===== config.mk =====
export PLATFORM = sky130hd
export DESIGN_NAME = multicycle_ctrl
export DESIGN_NICKNAME = d
export VERILOG_FILES = /design/src/rtl/ctrl_pkg.sv /design/src/rtl/cond_unit.sv /design/src/rtl/multicycle_ctrl.sv
export SDC_FILE = /design/constraint.sdc
export NUM_CORES = 1
export LEC_CHECK = 0
export BUFFER_PORTS_ARGS = -buffer_cell sky130_fd_sc_hd__buf_2
export CORE_MARGIN = 8
export CORE_UTILIZATION = 49
export CTS_BUF_LIST = sky130_fd_sc_hd__clkbuf_4 sky130_fd_sc_hd__clkbuf_8 sky130_fd_sc_hd__clkbuf_16
export CTS_CLUSTER_DIAMETER = 100
export CTS_CLUSTER_SIZE = 10
export DETAILED_ROUTE_END_ITERATION = 16
export PLACE_DENSITY = 0.81
export SLEW_MARGIN = 20
export SYNTH_ARGS = -nofsm -noshare
export SYNTH_HDL_FRONTEND = slang
export SYNTH_SLANG_ARGS = --single-unit

===== constraint.sdc =====
create_clock -name clk -period 2.11 [get_ports clk]
set_clock_uncertainty 0.15 [all_clocks]
set_input_delay 0.1055 -clock clk [delete_from_list [all_inputs] [get_ports clk]]
set_output_delay 0.1055 -clock clk [all_outputs]
set_load 0.005 [all_outputs]

===== src/rtl/ctrl_pkg.sv =====
// Shared types and encodings for the multicycle control unit.
// ILLEGAL_TRAP_EN adds the HALT state for illegal-instruction trapping.
package ctrl_pkg;

    typedef enum logic [3:0] {
        S_FETCH,
        S_DECODE,
        S_EXECR,
        S_EXECI,
        S_ALUWB,
        S_MEMADR,
        S_MEMRD,
        S_MEMWB,
        S_MEMWR,
        S_BRANCH
`ifdef ILLEGAL_TRAP_EN
        , S_HALT
`endif
    } state_t;

    localparam logic [1:0] OP_DP  = 2'b00;
    localparam logic [1:0] OP_MEM = 2'b01;
    localparam logic [1:0] OP_BR  = 2'b10;
    localparam logic [1:0] OP_ILL = 2'b11;

    localparam logic [3:0] COND_EQ = 4'b0000;
    localparam logic [3:0] COND_NE = 4'b0001;
    localparam logic [3:0] COND_CS = 4'b0010;
    localparam logic [3:0] COND_CC = 4'b0011;
    localparam logic [3:0] COND_MI = 4'b0100;
    localparam logic [3:0] COND_PL = 4'b0101;
    localparam logic [3:0] COND_AL = 4'b1110;

    localparam logic [1:0] SRCB_REG  = 2'b00;
    localparam logic [1:0] SRCB_IMM  = 2'b01;
    localparam logic [1:0] SRCB_FOUR = 2'b10;

    localparam logic [1:0] RES_ALUOUT = 2'b00;
    localparam logic [1:0] RES_MEM    = 2'b01;
    localparam logic [1:0] RES_ALU    = 2'b10;

    typedef struct packed {
        logic       ir_write;
        logic       pc_write;
        logic       reg_write;
        logic       mem_write;
        logic       adr_src;
        logic       alu_src_a;
        logic [1:0] alu_src_b;
        logic       alu_op;
        logic [1:0] result_src;
    } ctrl_t;

    // Moore output table; architectural writes are qualified by the latched condition.
    function automatic ctrl_t ctrl_decode(input state_t s, input logic pass);
        ctrl_t c;
        c = '0;
        case (s)
            S_FETCH: begin
                c.ir_write   = 1'b1;
                c.pc_write   = 1'b1;
                c.alu_src_a  = 1'b1;
                c.alu_src_b  = SRCB_FOUR;
                c.result_src = RES_ALU;
            end
            S_DECODE: begin
                c.alu_src_a  = 1'b1;
                c.alu_src_b  = SRCB_FOUR;
                c.result_src = RES_ALU;
            end
            S_EXECR: begin
                c.alu_src_b = SRCB_REG;
                c.alu_op    = 1'b1;
            end
            S_EXECI: begin
                c.alu_src_b = SRCB_IMM;
                c.alu_op    = 1'b1;
            end
            S_ALUWB: begin
                c.result_src = RES_ALUOUT;
                c.reg_write  = pass;
            end
            S_MEMADR: c.alu_src_b = SRCB_IMM;
            S_MEMRD:  c.adr_src = 1'b1;
            S_MEMWB: begin
                c.result_src = RES_MEM;
                c.reg_write  = pass;
            end
            S_MEMWR: begin
                c.adr_src   = 1'b1;
                c.mem_write = pass;
            end
            S_BRANCH: begin
                c.alu_src_a  = 1'b1;
                c.alu_src_b  = SRCB_IMM;
                c.result_src = RES_ALU;
                c.pc_write   = pass;
            end
            default: ;
        endcase
        return c;
    endfunction

endpackage


===== src/rtl/cond_unit.sv =====
// Combinational condition-code evaluator against the registered {N,Z,C} flags.
module cond_unit
    import ctrl_pkg::*;
(
    input  logic [3:0] cond_i,
    input  logic [2:0] flags_i,
    output logic       pass_o
);

    logic n, z, c;
    assign {n, z, c} = flags_i;

    always_comb begin
        case (cond_i)
            COND_EQ: pass_o = z;
            COND_NE: pass_o = ~z;
            COND_CS: pass_o = c;
            COND_CC: pass_o = ~c;
            COND_MI: pass_o = n;
            COND_PL: pass_o = ~n;
            COND_AL: pass_o = 1'b1;
            default: pass_o = 1'b0;
        endcase
    end

endmodule


===== src/rtl/multicycle_ctrl.sv =====
// Multicycle processor main control FSM with flag register and condition gating.
// Define ILLEGAL_TRAP_EN to trap op=11 into a sticky HALT state with a halted port.
module multicycle_ctrl
    import ctrl_pkg::*;
(
    input  logic       clk,
    input  logic       rst_n,
    input  logic [1:0] op,
    input  logic [5:0] funct,
    input  logic [3:0] cond,
    input  logic       negative,
    input  logic       zero,
    input  logic       cout,
    output logic       ir_write,
    output logic       pc_write,
    output logic       reg_write,
    output logic       mem_write,
    output logic       adr_src,
    output logic       alu_src_a,
    output logic [1:0] alu_src_b,
    output logic       alu_op,
    output logic [1:0] result_src,
`ifdef ILLEGAL_TRAP_EN
    output logic       halted,
`endif
    output logic [2:0] flags
);

    state_t     state_q, state_d;
    logic       cond_pass_q, cond_pass_d;
    logic [2:0] flags_q, flags_d;
    ctrl_t      ctrl_q;
    logic       cond_ok;
    logic       unused_funct;

    assign unused_funct = ^funct[4:1];

    cond_unit u_cond (
        .cond_i  (cond),
        .flags_i (flags_q),
        .pass_o  (cond_ok)
    );

    always_comb begin
        state_d     = state_q;
        cond_pass_d = cond_pass_q;
        flags_d     = flags_q;
        case (state_q)
            S_FETCH: state_d = S_DECODE;
            S_DECODE: begin
                cond_pass_d = cond_ok;
                case (op)
                    OP_DP:   state_d = funct[5] ? S_EXECI : S_EXECR;
                    OP_MEM:  state_d = S_MEMADR;
                    OP_BR:   state_d = S_BRANCH;
`ifdef ILLEGAL_TRAP_EN
                    default: state_d = S_HALT;
`else
                    default: state_d = S_FETCH;
`endif
                endcase
            end
            S_EXECR, S_EXECI: begin
                state_d = S_ALUWB;
                // Gated by the pre-update condition so a failed instruction leaves flags alone.
                if (funct[0] && cond_pass_q)
                    flags_d = {negative, zero, cout};
            end
            S_MEMADR: state_d = funct[0] ? S_MEMRD : S_MEMWR;
            S_MEMRD:  state_d = S_MEMWB;
`ifdef ILLEGAL_TRAP_EN
            S_HALT:   state_d = S_HALT;
`endif
            default:  state_d = S_FETCH;
        endcase
    end

    always_ff @(posedge clk) begin
        if (!rst_n) begin
            state_q     <= S_FETCH;
            cond_pass_q <= 1'b0;
            flags_q     <= 3'b000;
            ctrl_q      <= ctrl_decode(S_FETCH, 1'b0);
        end else begin
            state_q     <= state_d;
            cond_pass_q <= cond_pass_d;
            flags_q     <= flags_d;
            ctrl_q      <= ctrl_decode(state_d, cond_pass_d);
        end
    end

`ifdef ILLEGAL_TRAP_EN
    logic halted_q;
    always_ff @(posedge clk) begin
        if (!rst_n)
            halted_q <= 1'b0;
        else
            halted_q <= (state_d == S_HALT);
    end
    assign halted = halted_q;
`endif

    // Write enables are held off for the whole time reset is asserted.
    assign ir_write   = ctrl_q.ir_write  & rst_n;
    assign pc_write   = ctrl_q.pc_write  & rst_n;
    assign reg_write  = ctrl_q.reg_write & rst_n;
    assign mem_write  = ctrl_q.mem_write & rst_n;
    assign adr_src    = ctrl_q.adr_src;
    assign alu_src_a  = ctrl_q.alu_src_a;
    assign alu_src_b  = ctrl_q.alu_src_b;
    assign alu_op     = ctrl_q.alu_op;
    assign result_src = ctrl_q.result_src;
    assign flags      = flags_q;

endmodule


==> Word level (Yosys, flattened, before mapping) <==
Index checks and enable logic that the tools add are counted.
{ "op_classes": {"n_eq_ne": 22, "mux": 13, "bitwise": 7, "reduce_logical": 15} }
{ "op_table": {"columns": ["operator", "n"], "rows": [
  ["4-bit by 3-bit equality test with 1-bit output, second input constant", 8],
  ["4-bit by 2-bit equality test with 1-bit output, second input constant", 6],
  ["4-bit case mux with 5 select lines", 1],
  ["4-bit by 1-bit equality test with 1-bit output, second input constant", 3],
  ["4-bit equality test, second input constant", 3],
  ["4-bit zero test", 3],
  ["4-bit case mux with 3 select lines", 1],
  ["2-bit OR reduction", 5],
  ["2-bit case mux with 2 select lines", 2],
  ["1-bit case mux with 7 select lines", 1],
  ["1-bit 2-to-1 mux", 6],
  ["2-bit AND reduction", 3],
  ["3-bit OR reduction", 2],
  ["1-bit AND", 4],
  ["4-bit 2-to-1 mux", 1],
  ["1-bit NOT", 3],
  ["2-bit by 1-bit equality test with 1-bit output, second input constant", 1],
  ["2-bit equality test, second input constant", 1],
  ["2-bit zero test", 1],
  ["1-bit case mux with 2 select lines", 1],
  ["1-bit logical AND", 1]
]} }
{ "word_totals": {"regBits": 19, "input_bits": 17, "output_inout_bits": 14, "wordCells": 69} }

==> Logic depth before layout (Yosys ltp) <==
{ "logic_depth": {"ltp_word": 6, "mapped_depth": 8, "mapped_depth_nobuf": 7} }

==> By module <==
A second synthesis with hierarchy kept.
{ "hier_totals": {"hier_cells": 113, "hier_area_um2": 1074.8} }
{ "by_module_without_submodules": {"columns": ["module", "n_inst", "cells_each", "area_per_inst_um2", "seq_area_each_um2"], "rows": [
  ["multicycle_ctrl", 1, 100, 978.4, 380.4],
  ["cond_unit", 1, 13, 96.3, 0.0]
]} }

==> Worst setup path before layout <==
Ideal clock, no wire load.
{ "synth_timing": {"path_type": "reg2reg", "start": "reg state_q[1]", "end": "reg ctrl_q (netlist bit alu_src_b[0])", "t_arrival_ns": 1.505, "required_ns": 1.838, "path_slack_ns": 0.333, "path_stages_with_launch": 5, "path_buffers": 0, "period_less_slack_ns": 1.777, "cell_sequence": "dfxtp_1 > nand2b_4 > or4b_4 > and2_4 > o311a_1"} }
{ "synth_via": {"elab_chain_cells": 6, "word_cells_on_any_way": 16, "cone_classes": "eq/ne (9); mux (2); reduce/logical (5)"} }
{ "synth_lines": {"columns": ["element", "line", "text"], "rows": [
  ["start, declared", "multicycle_ctrl.sv:29", "state_t state_q, state_d;"],
  ["start signal, assigned", "multicycle_ctrl.sv:85", "state_q <= state_d;"],
  ["4-bit by 2-bit equality test with 1-bit output", "multicycle_ctrl.sv:48", "case (state_q)"],
  ["2-bit OR reduction", "multicycle_ctrl.sv:48", null],
  ["4-bit case mux with 5 select lines (*)", "multicycle_ctrl.sv:48", null],
  ["4-bit equality test (tied with other cells)", "ctrl_pkg.sv:58", "case (s)"],
  ["3-bit OR reduction (no line) / 2-bit OR reduction (equally long branches)", null, null],
  ["2-bit case mux with 2 select lines (*)", "ctrl_pkg.sv:58", null],
  ["end signal, assigned", "multicycle_ctrl.sv:83", "ctrl_q <= ctrl_decode(S_FETCH, 1'b0);"],
  ["end signal, assigned", "multicycle_ctrl.sv:88", "ctrl_q <= ctrl_decode(state_d, cond_pass_d);"],
  ["end, declared", "multicycle_ctrl.sv:32", "ctrl_t ctrl_q;"]
]} }
Every way passes the cells marked *; elsewhere a longest branch is shown, timed or not.
A chain may end at the register's enable or synchronous reset.

==> Worst setup path in the final report <==
{ "layout_timing": {"start": "reg state_q[2]", "end": "reg ctrl_q (netlist bit alu_src_b[0])"} }
The elaborated chain is that of the path after synthesis.

==> results.tsv <==
stage	metric	value	unit
floorplanning	row count	16	
floorplanning	Die Footprint	3740	um^2
setup_path	WP data required	2160	ps
setup_path	critical-path cell list	nor2_1 > or4b_4 > and2_4 > o311a_1	
yosys	syn avg cell area	10.0	um^2
setup_path	Worst Path Max Fanout	10	
floorplanning	I/O pin count	31	
pwr	final total power	0.743	mW
global_routing	GRT Total Usage	11.6	%
setup_path	Setup CP Type	reg2reg	
yosys	post-synth top area share	38.0	%
drt	Post-Route WL	2060	um
pwr	Pleak	0.573	nW
yosys	Yosys top cell by area	dfxtp_1	
placement	IO buf count	26	
timing	Worst-Margin Slew	472	ps
final_layout	nets@finish	152	
drt	DRC	0	
clocking	CTS tree	yes	
timing	Final Setup Violations	0	
setup_path	CP endpoint kind	flip-flop	
hold_path	startpoint of the worst hold path	cond[2]	
setup_path	Worst path slowest cell	or4b_4	
clocking	Clock Tree Buf Depth	2	
clocking	H-Tree Depth	1	
pwr	Peak VDD IR	0.416	mV
timing	final hold viol count	0	
yosys	Post-synth EDFFs	0	
global_routing	first-pass GRT wire length	3320	um
outcome	outcome	complete, no violations	
clocking	TritonCTS Sinks	19	
floorplanning	Initial Util	51.5	%
floorplanning	die height	61.2	um
final_layout	most common cell after layout, fill and taps aside	buf_2	
timing	Fmax achieved	525	MHz
final_layout	share of cells above drive strength 1	30.8	%
global_routing	initial antenna violation count	0	
hold_path	Worst Hold Depth	4	
setup_path	start point of the critical path	state_q[2]	
final_layout	Fillers	176	
setup_path	Critical Path AT	1950	ps
clocking	Worst-path clk slew	110	ps
clocking	root cell of the clock tree	clkbuf_4	
final_layout	leading cell types in the layout, fill and taps excluded	buf_2 (26), dfxtp_1 (19), and2_1 (8), nor2_1 (8), mux2i_1 (7)	
timing	Slew Limit Headroom	68.5	%
final_layout	number of diodes	0	
floorplanning	Die W	61.2	um
timing	post-route setup TNS	0	ps
yosys	post-synthesis sequential area ratio	38.0	%
yosys	Cells after Synth	100	
timing	Final min period	1910	ps
final_layout	Area Overhead vs Synth	19.4	%
yosys	ys flop type	dfxtp_1	
drt	Vias per Instance	5.15	
clocking	Num CTS Buffers	3	
job	MaxCap Viol Count	0	
timing	RSZ-0062 raised after global routing	false	
drt	Initial DRC Count	22	
setup_path	depth of the worst register-to-register path	4	
drt	Antenna Violating Nets Remaining	0	
yosys	Mapped Nets	121	
global_routing	largest net degree at the start of global routing	18	
timing	Final Max Tran Viols	0	
clocking	Skew-Pair Late Insertion Delay	300	ps
floorplanning	core region area	1940	um^2
global_routing	vias in the first global route	771	
pwr	Cell Pwr Density	623	nW/um^2
drt	First-pass DRT Iterations	4	
global_routing	total grt overflow	0	
yosys	fraction of registers with async set/reset	0	%
yosys	Cell Area, Synth	1000	um^2
yosys	FF+latch count, synth	19	
setup_path	worst r2r src	state_q[2]	
yosys	top cells by area, synth	dfxtp_1 (38%), mux2i_1 (7.0%), and2_1 (5.0%)	
drt	DR vias	808	
drt	WL/cell	13.1	um
clocking	post-cts sizing count	0	
setup_path	r2r setup slk	200	ps
yosys	Synth cell types	38	
placement	Final HPWL DP	1580	um
yosys	Ys Warns	0	
timing	Final period util	90.3	%
setup_path	Worst setup SP type	flip-flop	
setup_path	Max stage delay on crit path	540	ps
hold_path	HP Class	in2reg	
placement	GP Congestion	0.790	
[worst max-delay path: cells and delay by family, from the launching register on]
kind	cells	cell delay [ps]
AO/OA/AOI/OAI	1	310
AND/OR/NAND/NOR	3	810
flip-flops	1	530
[where the power goes]
group          internal [mW]  switching [mW]
logic                 0.0797          0.0818
clock network         0.0706           0.114
registers              0.382          0.0151
[cell families (layout without fill, tap and decap cells)]
group | count (synthesis) | in the layout | share of synthesized area [%]
flip-flops | 19 | 19 | 38.0
AO/OA/AOI/OAI | 13 | 13 | 11.3
adder cells (fa/ha/maj) | 4 | 4 | 5.01
XOR/XNOR | 3 | 3 | 2.63
AND/OR/NAND/NOR | 42 | 42 | 27.8
buffers and inverters | 12 | 42 | 8.26
multiplexers | 7 | 7 | 7.01
[layer usage]
metal	share of wire (%)	vias to the layer above	GRT usage, %
li1	-	411	-
met1	43	370	13.0
met2	50	23	20.1
met3	6.8	4	2.92
met4	1.0	0	4.98
met5	0	-	0
[metrics by stage]
| step | setup slack [ps] | instances | area [um^2] | utilization, % | hold slack [ps] |
|---|---|---|---|---|---|
| finish | 204 | 157 | 1190 | 61.5 | 206 |
| global route | 3.22 | 157 | 1190 | 61.5 | 214 |
| CTS | 201 | 157 | 1190 | 61.5 | 198 |
| detailed placement | 218 | 149 | 1130 | 58.0 | 220 |
| global placement | 235 | 149 | 1130 | 58.0 | 216 |
| floorplan | 333 | 100 | 1000 | - | 43.9 |
[synthesized netlist by cell type, drive strengths merged (2+ instances only)]
| master | instances |
|---|---|
| dfxtp | 19 |
| and2 | 9 |
| nor2 | 9 |
| buf | 7 |
| mux2i | 7 |
| o31ai | 5 |
| ha | 4 |
| inv | 4 |
| nand2 | 4 |
| nor2b | 3 |
| nor3b | 3 |
| xor2 | 3 |
| nor3 | 2 |
| nor4b | 2 |
[what timing repair did]
action / 4_1_cts / 5_1_grt
buffers inserted: 0 / 0
hold buffers: 4 / 0
endpoints found under the setup margin: 0 / 0
endpoints found under the hold margin: 7 / 0
[path summary, 6_finish.rpt]
path                  endpoint
setup / recovery  alu_src_b[0]
hold / removal       ctrl_q[9]
setup reg to reg  alu_src_b[0]
hold reg to reg       flags[1]
[state kept, by name, summed over array words and instances, names as in the netlist]
signal and count:
flags 3, ctrl_q 4, result_src 2, alu_src_a 1, adr_src 1, alu_src_b 2, alu_op 1, state_q 4
cond_pass_q 1
[layout make-up]
class	count	area, um^2	share of cell area, %
Multi-Input combinational cell	69	537	45.0
Inverter	4	15.0	1.26
Tap cell	27	33.8	2.83
Timing Repair Buffer	34	200	16.8
Clock buffer	3	22.5	1.89
Clock inverter	1	5.00	0.419
Sequential cell	19	380	31.9
Note: power is estimated with default switching activity, not from simulation.
